File: src/rtl/abs_sign_accum.sv
// Per-packet L1 norm and signum histogram of a signed sample stream (optional max |x| via ABS_SIGN_ACCUM_MAX_EN).
// Latency: totals appear 1 cycle after the last beat is accepted; one bubble cycle after the result is taken.
// Backpressure: in_ready drops while a result is held; result held stable until out_ready.
module abs_sign_accum #(
  parameter int W     = 32,
  parameter int CNT_W = 16,
  parameter int ACC_W = W + CNT_W
) (
  input  logic             clk,
  input  logic             rst,
  input  logic             in_valid,
  output logic             in_ready,
  input  logic [W-1:0]     in_data,
  input  logic             in_last,
  output logic             out_valid,
  input  logic             out_ready,
  output logic [ACC_W-1:0] out_sum,
  output logic [CNT_W-1:0] out_pos,
  output logic [CNT_W-1:0] out_neg,
  output logic [CNT_W-1:0] out_zero,
  output logic             out_ovf
`ifdef ABS_SIGN_ACCUM_MAX_EN
  ,
  output logic [W-1:0]     out_max
`endif
);

  localparam logic [0:0] ST_ACCUM = 1'b0;
  localparam logic [0:0] ST_HOLD  = 1'b1;

  typedef struct packed {
    logic [ACC_W-1:0] sum;
    logic [CNT_W-1:0] pos;
    logic [CNT_W-1:0] neg;
    logic [CNT_W-1:0] zero;
    logic             ovf;
  } stats_t;

  logic [0:0]     state;
  stats_t         acc_q;
  stats_t         acc_nxt;
  stats_t         res_q;
  logic [W-1:0]   mag;
  logic [ACC_W:0] mag_ext;
  logic [ACC_W:0] sum_wide;
  logic           is_neg;
  logic           is_zero;
  logic           is_pos;
  logic           pos_sat;
  logic           neg_sat;
  logic           zero_sat;
  logic           sum_sat;
  logic           beat_acc;

  // Returns {saturated, next_value}; the flag is set only when an increment is lost.
  function automatic logic [CNT_W:0] sat_inc(input logic [CNT_W-1:0] c, input logic en);
    if (en && (&c))
      return {1'b1, c};
    else if (en)
      return {1'b0, c + CNT_W'(1)};
    else
      return {1'b0, c};
  endfunction

  assign in_ready  = (state == ST_ACCUM);
  assign out_valid = (state == ST_HOLD);
  assign beat_acc  = in_valid && in_ready;

  // W-bit unsigned magnitude keeps the most negative sample exact.
  assign is_neg  = in_data[W-1];
  assign is_zero = (in_data == '0);
  assign is_pos  = !is_neg && !is_zero;
  assign mag     = is_neg ? (~in_data + W'(1)) : in_data;

  always_comb begin
    mag_ext         = '0;
    mag_ext[W-1:0]  = mag;
    sum_wide        = {1'b0, acc_q.sum} + mag_ext;
    acc_nxt         = acc_q;
    {pos_sat,  acc_nxt.pos}  = sat_inc(acc_q.pos,  is_pos);
    {neg_sat,  acc_nxt.neg}  = sat_inc(acc_q.neg,  is_neg);
    {zero_sat, acc_nxt.zero} = sat_inc(acc_q.zero, is_zero);
    sum_sat         = sum_wide[ACC_W];
    acc_nxt.sum     = sum_sat ? '1 : sum_wide[ACC_W-1:0];
    acc_nxt.ovf     = acc_q.ovf | pos_sat | neg_sat | zero_sat | sum_sat;
  end

  always_ff @(posedge clk) begin
    if (rst) begin
      state <= ST_ACCUM;
      acc_q <= '0;
      res_q <= '0;
    end else if (state == ST_ACCUM) begin
      if (beat_acc) begin
        if (in_last) begin
          res_q <= acc_nxt;
          acc_q <= '0;
          state <= ST_HOLD;
        end else begin
          acc_q <= acc_nxt;
        end
      end
    end else begin
      if (out_ready)
        state <= ST_ACCUM;
    end
  end

  assign out_sum  = res_q.sum;
  assign out_pos  = res_q.pos;
  assign out_neg  = res_q.neg;
  assign out_zero = res_q.zero;
  assign out_ovf  = res_q.ovf;

`ifdef ABS_SIGN_ACCUM_MAX_EN
  logic [W-1:0] max_q;
  logic [W-1:0] max_nxt;
  logic [W-1:0] max_res_q;

  assign max_nxt = (mag > max_q) ? mag : max_q;

  always_ff @(posedge clk) begin
    if (rst) begin
      max_q     <= '0;
      max_res_q <= '0;
    end else if (beat_acc) begin
      if (in_last) begin
        max_res_q <= max_nxt;
        max_q     <= '0;
      end else begin
        max_q <= max_nxt;
      end
    end
  end

  assign out_max = max_res_q;
`endif

endmodule

File: config.mk
export PLATFORM = sky130hd
export DESIGN_NAME = abs_sign_accum
export DESIGN_NICKNAME = d
export VERILOG_FILES = /design/src/rtl/abs_sign_accum.sv
export SDC_FILE = /design/constraint.sdc
export NUM_CORES = 1
export LEC_CHECK = 0
export CAP_MARGIN = 20
export CELL_PAD_IN_SITES_DETAIL_PLACEMENT = 0
export CELL_PAD_IN_SITES_GLOBAL_PLACEMENT = 1
export CORE_ASPECT_RATIO = 0.8
export CORE_MARGIN = 4
export CORE_UTILIZATION = 38
export CTS_CLUSTER_DIAMETER = 200
export DETAILED_ROUTE_END_ITERATION = 16
export PLACE_DENSITY = 0.76
export SLEW_MARGIN = 20
export SYNTH_ARGS = -nofsm -noshare
export SYNTH_HDL_FRONTEND = slang
export SYNTH_SLANG_ARGS = --single-unit
File: constraint.sdc
create_clock -name clk -period 5.1 [get_ports clk]
set_input_delay 0.51 -clock clk [delete_from_list [all_inputs] [get_ports clk]]
set_output_delay 0.51 -clock clk [all_outputs]
set_load 0.02 [all_outputs]
After elaboration in Yosys (flattened, before gate mapping):

Cells that the tools add are included.

* word-level logic and storage cells: 48
* register bits after elaboration: 195
* output and inout port bits: 99

* $add $sub $neg: 5
* reduce and logical (&&, ||, !) cells: 13
* muxes and demuxes: 13
* bitwise logic cells: 6

Operators by type and width (count)
* $mux W97: 1
* $mux W17: 3
* $add A48 B32 Y49: 1
* $add A16 B1 Y16 const B: 3
* $mux W16: 3
* $mux W48: 1
* $reduce_and A16 Y1: 3
* $add A32 B1 Y32 const B: 1
* $logic_not A32 Y1: 1
* $mux W32: 1
* $not A32 Y32: 1
* $logic_and A1 B1 Y1: 5
* $mux W1: 4
* $or A1 B1 Y1: 4
* $reduce_and A3 Y1: 1
* $logic_not A1 Y1: 2
* $reduce_and A2 Y1: 1
* $not A1 Y1: 1

Depth between registers and ports, before layout:

* depth after elaboration: 10
* mapped depth: 21

Least setup slack after synthesis:

OpenSTA, ideal clock, no wires.

* kind: in2reg
* start point: input in_data[10]
* end point: register res_q (netlist bit out_sum[33])
* stages on the path: 16
* arrival time: 4.850 ns
* path slack: 0.113 ns
* required time: 4.963 ns
* cells stage by stage: or4_4 or4_4 or2_2 o31ai_1 xnor2_1 ha_1 a21o_1 o21bai_1 a2111oi_0 o31ai_1 a211oi_1 buf_2 nor2_1 nor2_1 clkbuf_1 a211oi_1

* word-level cells in the longest chain between the ends: 5

Ends and longest elaborated chain
* from (decl): RTL line 13 `input logic [W-1:0] in_data,`
* $not A32 Y32: RTL line 73 `assign mag = is_neg ? (~in_data + W'(1)) : in_data;`
* $add A32 B1 Y32: RTL line 73
* $mux W32 (*): RTL line 73
* $add A48 B32 Y49 (*): RTL line 78 `sum_wide = {1'b0, acc_q.sum} + mag_ext;`
* $mux W48 (*): RTL line 84 `acc_nxt.sum = sum_sat ? '1 : sum_wide[ACC_W-1:0];`
* to (signal assigned): RTL line 96 `res_q <= acc_nxt;`
* to (decl): RTL line 42 `stats_t res_q;`

Mark *: on every way between the ends. The rest lies on a longest branch, timed or not.
A chain may end at the register's enable or synchronous reset.

Worst setup path after layout:

* start point: input in_data[10]
* end point: register res_q (netlist bit out_sum[21])

The elaborated chain is that of the path after synthesis.

==> flow_summary.yaml <==
critical_path:
  cp.arrival_ns: 5.12
  cp-end-kind: "register"
  r2r_setup_slack_ns: 1.83
  cp-endpoint: "out_sum[21]"
  worst-r2r-cell-count: 10
  startpoint_type: "input pin"
  path_max_fanout: 16
  reg2reg_from: "acc_q[49]"
  critical_path_class: "input pin to register"
  worst_ep_required_time_ns: 5.39
  timing.rr.end: "out_sum[22]"
  critPathLaunch: "in_data[10]"
timing:
  finalClockSkew_ns: 0.0105
  finalCritPeriodShare: 0.949
  maxSlewViolCount: 0
  rsz0062_at_grt: "true"
  tns_ns: 0
  min_period_ns: 4.84
  setup_viol: 0
  holdWs_ns: 0.457
  hold_viol_final: 0
  max_slew_margin: 0.345
  worst_slew_pin_slew_ns: 0.979
  fmax_ghz: 0.207
yosys:
  synth_cell_types: 69
  postSynthCellCount: 1424
  synth_edf_count: 0
  synth-async-reset-ratio: 0
  yosys_warnings: 0
  synth-seq-cells: 195
  syn_area_sq_um: 11100
  avgSynthCellArea_sq_um: 7.82
  yosysSeqAreaShare: 0.350
  ys.flop_type: "dfxtp_1"
  synthesis.nets: 1501
global_route:
  grt_max_degree: 81
  grt_overflow: 0
  antenna_found_initial: 0
  grt_pass1_vias: 10800
  grt_pass1_wl_mm: 58.3
  gr-usage-all-layers: 0.223
drt:
  dr.pass1.iters: 5
  wl_per_cell_um: 17.8
  first_iter_violations: 946
  antenna_left: 0
  drc: 0
  finalWirelength_mm: 35.7
  vias_per_cell: 5.52
  num_vias: 11100
floorplanning:
  dieArea_sq_um: 32100
  initial_core_util: 0.390
  io_pins: 136
  die_w_um: 199
  fp.dieH_um: 161
  core_area_sq_um: 28600
  rows: 55
clock_network:
  clk_latency_ns: 0.45
  clock_path_buffers: 2
  cts_hold_buf: 0
  post_cts_buffers: 0
  cts_buffers: 17
  clk_pin_slew_worst_paths_ns: 0.07
  cts_resized: 0
  clock_sinks: 195
  cts_max_level: 4
  cts_tree: "built"
  root_buffer: "clkbuf_16"
layout:
  drive_above_1_share: 0.125
  fillCellCount: 2800
  nNetsFinal: 1699
  seq_area_sq_um: 3900
  multi_input_area_sq_um: 6860
  layout_common_cells: "dfxtp_1 (195), nor2_1 (177), buf_4 (137), clkdlybuf4s50_1 (134), nand2_1 (125)"
  n_antenna_cell: 0
  syn_to_final_growth_pct: 28.3
  finalNonFillerCells: 2005
  design_area_sq_um: 14300
  layout_commonest_cell: "dfxtp_1"
placed_design:
  gp_congestion: 0.908
  dpl.hpwl_mm: 25.6
  dpl_cell_area_sq_um: 13700
  io_buffers: 135
  dp_cells: 1973
hold_path:
  hold_class: "register to register"
pwr:
  power_density_nw_per_um2: 275
  p_leak_uw: 0.00521
  max-vdd-ir-drop_uv: 241
job:
  drv_cap: 0
outcome:
  status: "completed"
==> power breakdown <==
| part | internal (uW) | total [uW] | switching (uW) |
|---|---|---|---|
| Sequential | 1590 | 1630 | 43.2 |
| Combinational | 411 | 944 | 532 |
| Clock | 696 | 1350 | 656 |
| Total | 2700 | 3930 | 1230 |
==> per-stage QoR <==
step / total power, uW / setup slack (ns) / util
after CTS: 3960 / 0.140 / 0.498
final: 3930 / 0.261 / 0.500
after floorplan: 2180 / 0.113 / -
after global placement: 2600 / -0.284 / 0.479
after global routing: 4130 / -0.0148 / 0.500
after detailed placement: 2600 / -0.274 / 0.479
==> metal layers <==
metal,GRT usage,wire length (um),vias to the layer above
li1,-,-,5590
met1,0.339,18400,5189
met2,0.330,15000,263
met3,0.0380,1740,35
met4,0.0457,547,0
met5,0,0,-
==> cell type report <==
| type | instances | share of cell area |
|---|---|---|
| sequential | 195 | 0.273 |
| inverter | 23 | 0.00604 |
| multi-input combinational | 1112 | 0.480 |
| clock buffer | 19 | 0.0310 |
| timing repair buffer | 273 | 0.169 |
| tap | 370 | 0.0324 |
| clock inverter | 13 | 0.00858 |
==> flip-flops by register name, indices dropped and copies added, names as in the netlist <==
signal and cells:
acc_q 97, out_neg 16, out_ovf 1, out_pos 16, out_sum 48, out_valid 1, out_zero 16
==> Yosys cell counts (all sizes together), types with 21 or more instances <==
library cell	n	area [sq um]
o21ai	110	551
a21oi	107	536
clkbuf	88	330
or3	24	150
xor2	27	236
xnor2	74	648
dfxtp	195	3900
nand3	32	160
nand4	21	131
a211oi	77	583
nor3	57	297
inv	23	86.3
nor2	180	678
ha	39	488
nand2	125	469
==> cell families (layout without fill, tap and decap cells) <==
group | after synthesis | in the layout | share of synthesized area
and+or+nand+nor | 530 | 530 | 0.229
DFF | 195 | 195 | 0.350
adders and majority gates | 40 | 40 | 0.0456
AOI/OAI and AO/OA | 435 | 435 | 0.249
buffers and inverters | 117 | 328 | 0.0403
xor gates and xnor gates | 101 | 101 | 0.0794
muxes | 6 | 6 | 0.00550
==> worst max-delay path, stage by stage <==
cell and delay (ns):
clkdlybuf4s50_1 0.42, or4_4 0.54, or4_4 0.43, or2_2 0.36, or3_1 0.39, buf_4 0.17, o31ai_1 0.23, xnor2_1 0.16
ha_1 0.29, a21oi_1 0.25, o21bai_1 0.09, a21o_1 0.21, buf_4 0.14, a41o_1 0.21, nand2b_1 0.15, nor2_2 0.09
nor2_1 0.13, buf_4 0.24, a211oi_1 0.11
==> worst min path at each step <==
stage	startpoint	endpoint	cells after the start
after floorplan	acc_q[64]	acc_q[64]	2
after global placement	acc_q[65]	acc_q[65]	2
after detailed placement	acc_q[49]	acc_q[49]	2
after CTS	acc_q[49]	acc_q[49]	2
after global routing	acc_q[53]	acc_q[53]	2
final	acc_q[49]	acc_q[49]	2
Power figures use the tool's default switching activity.
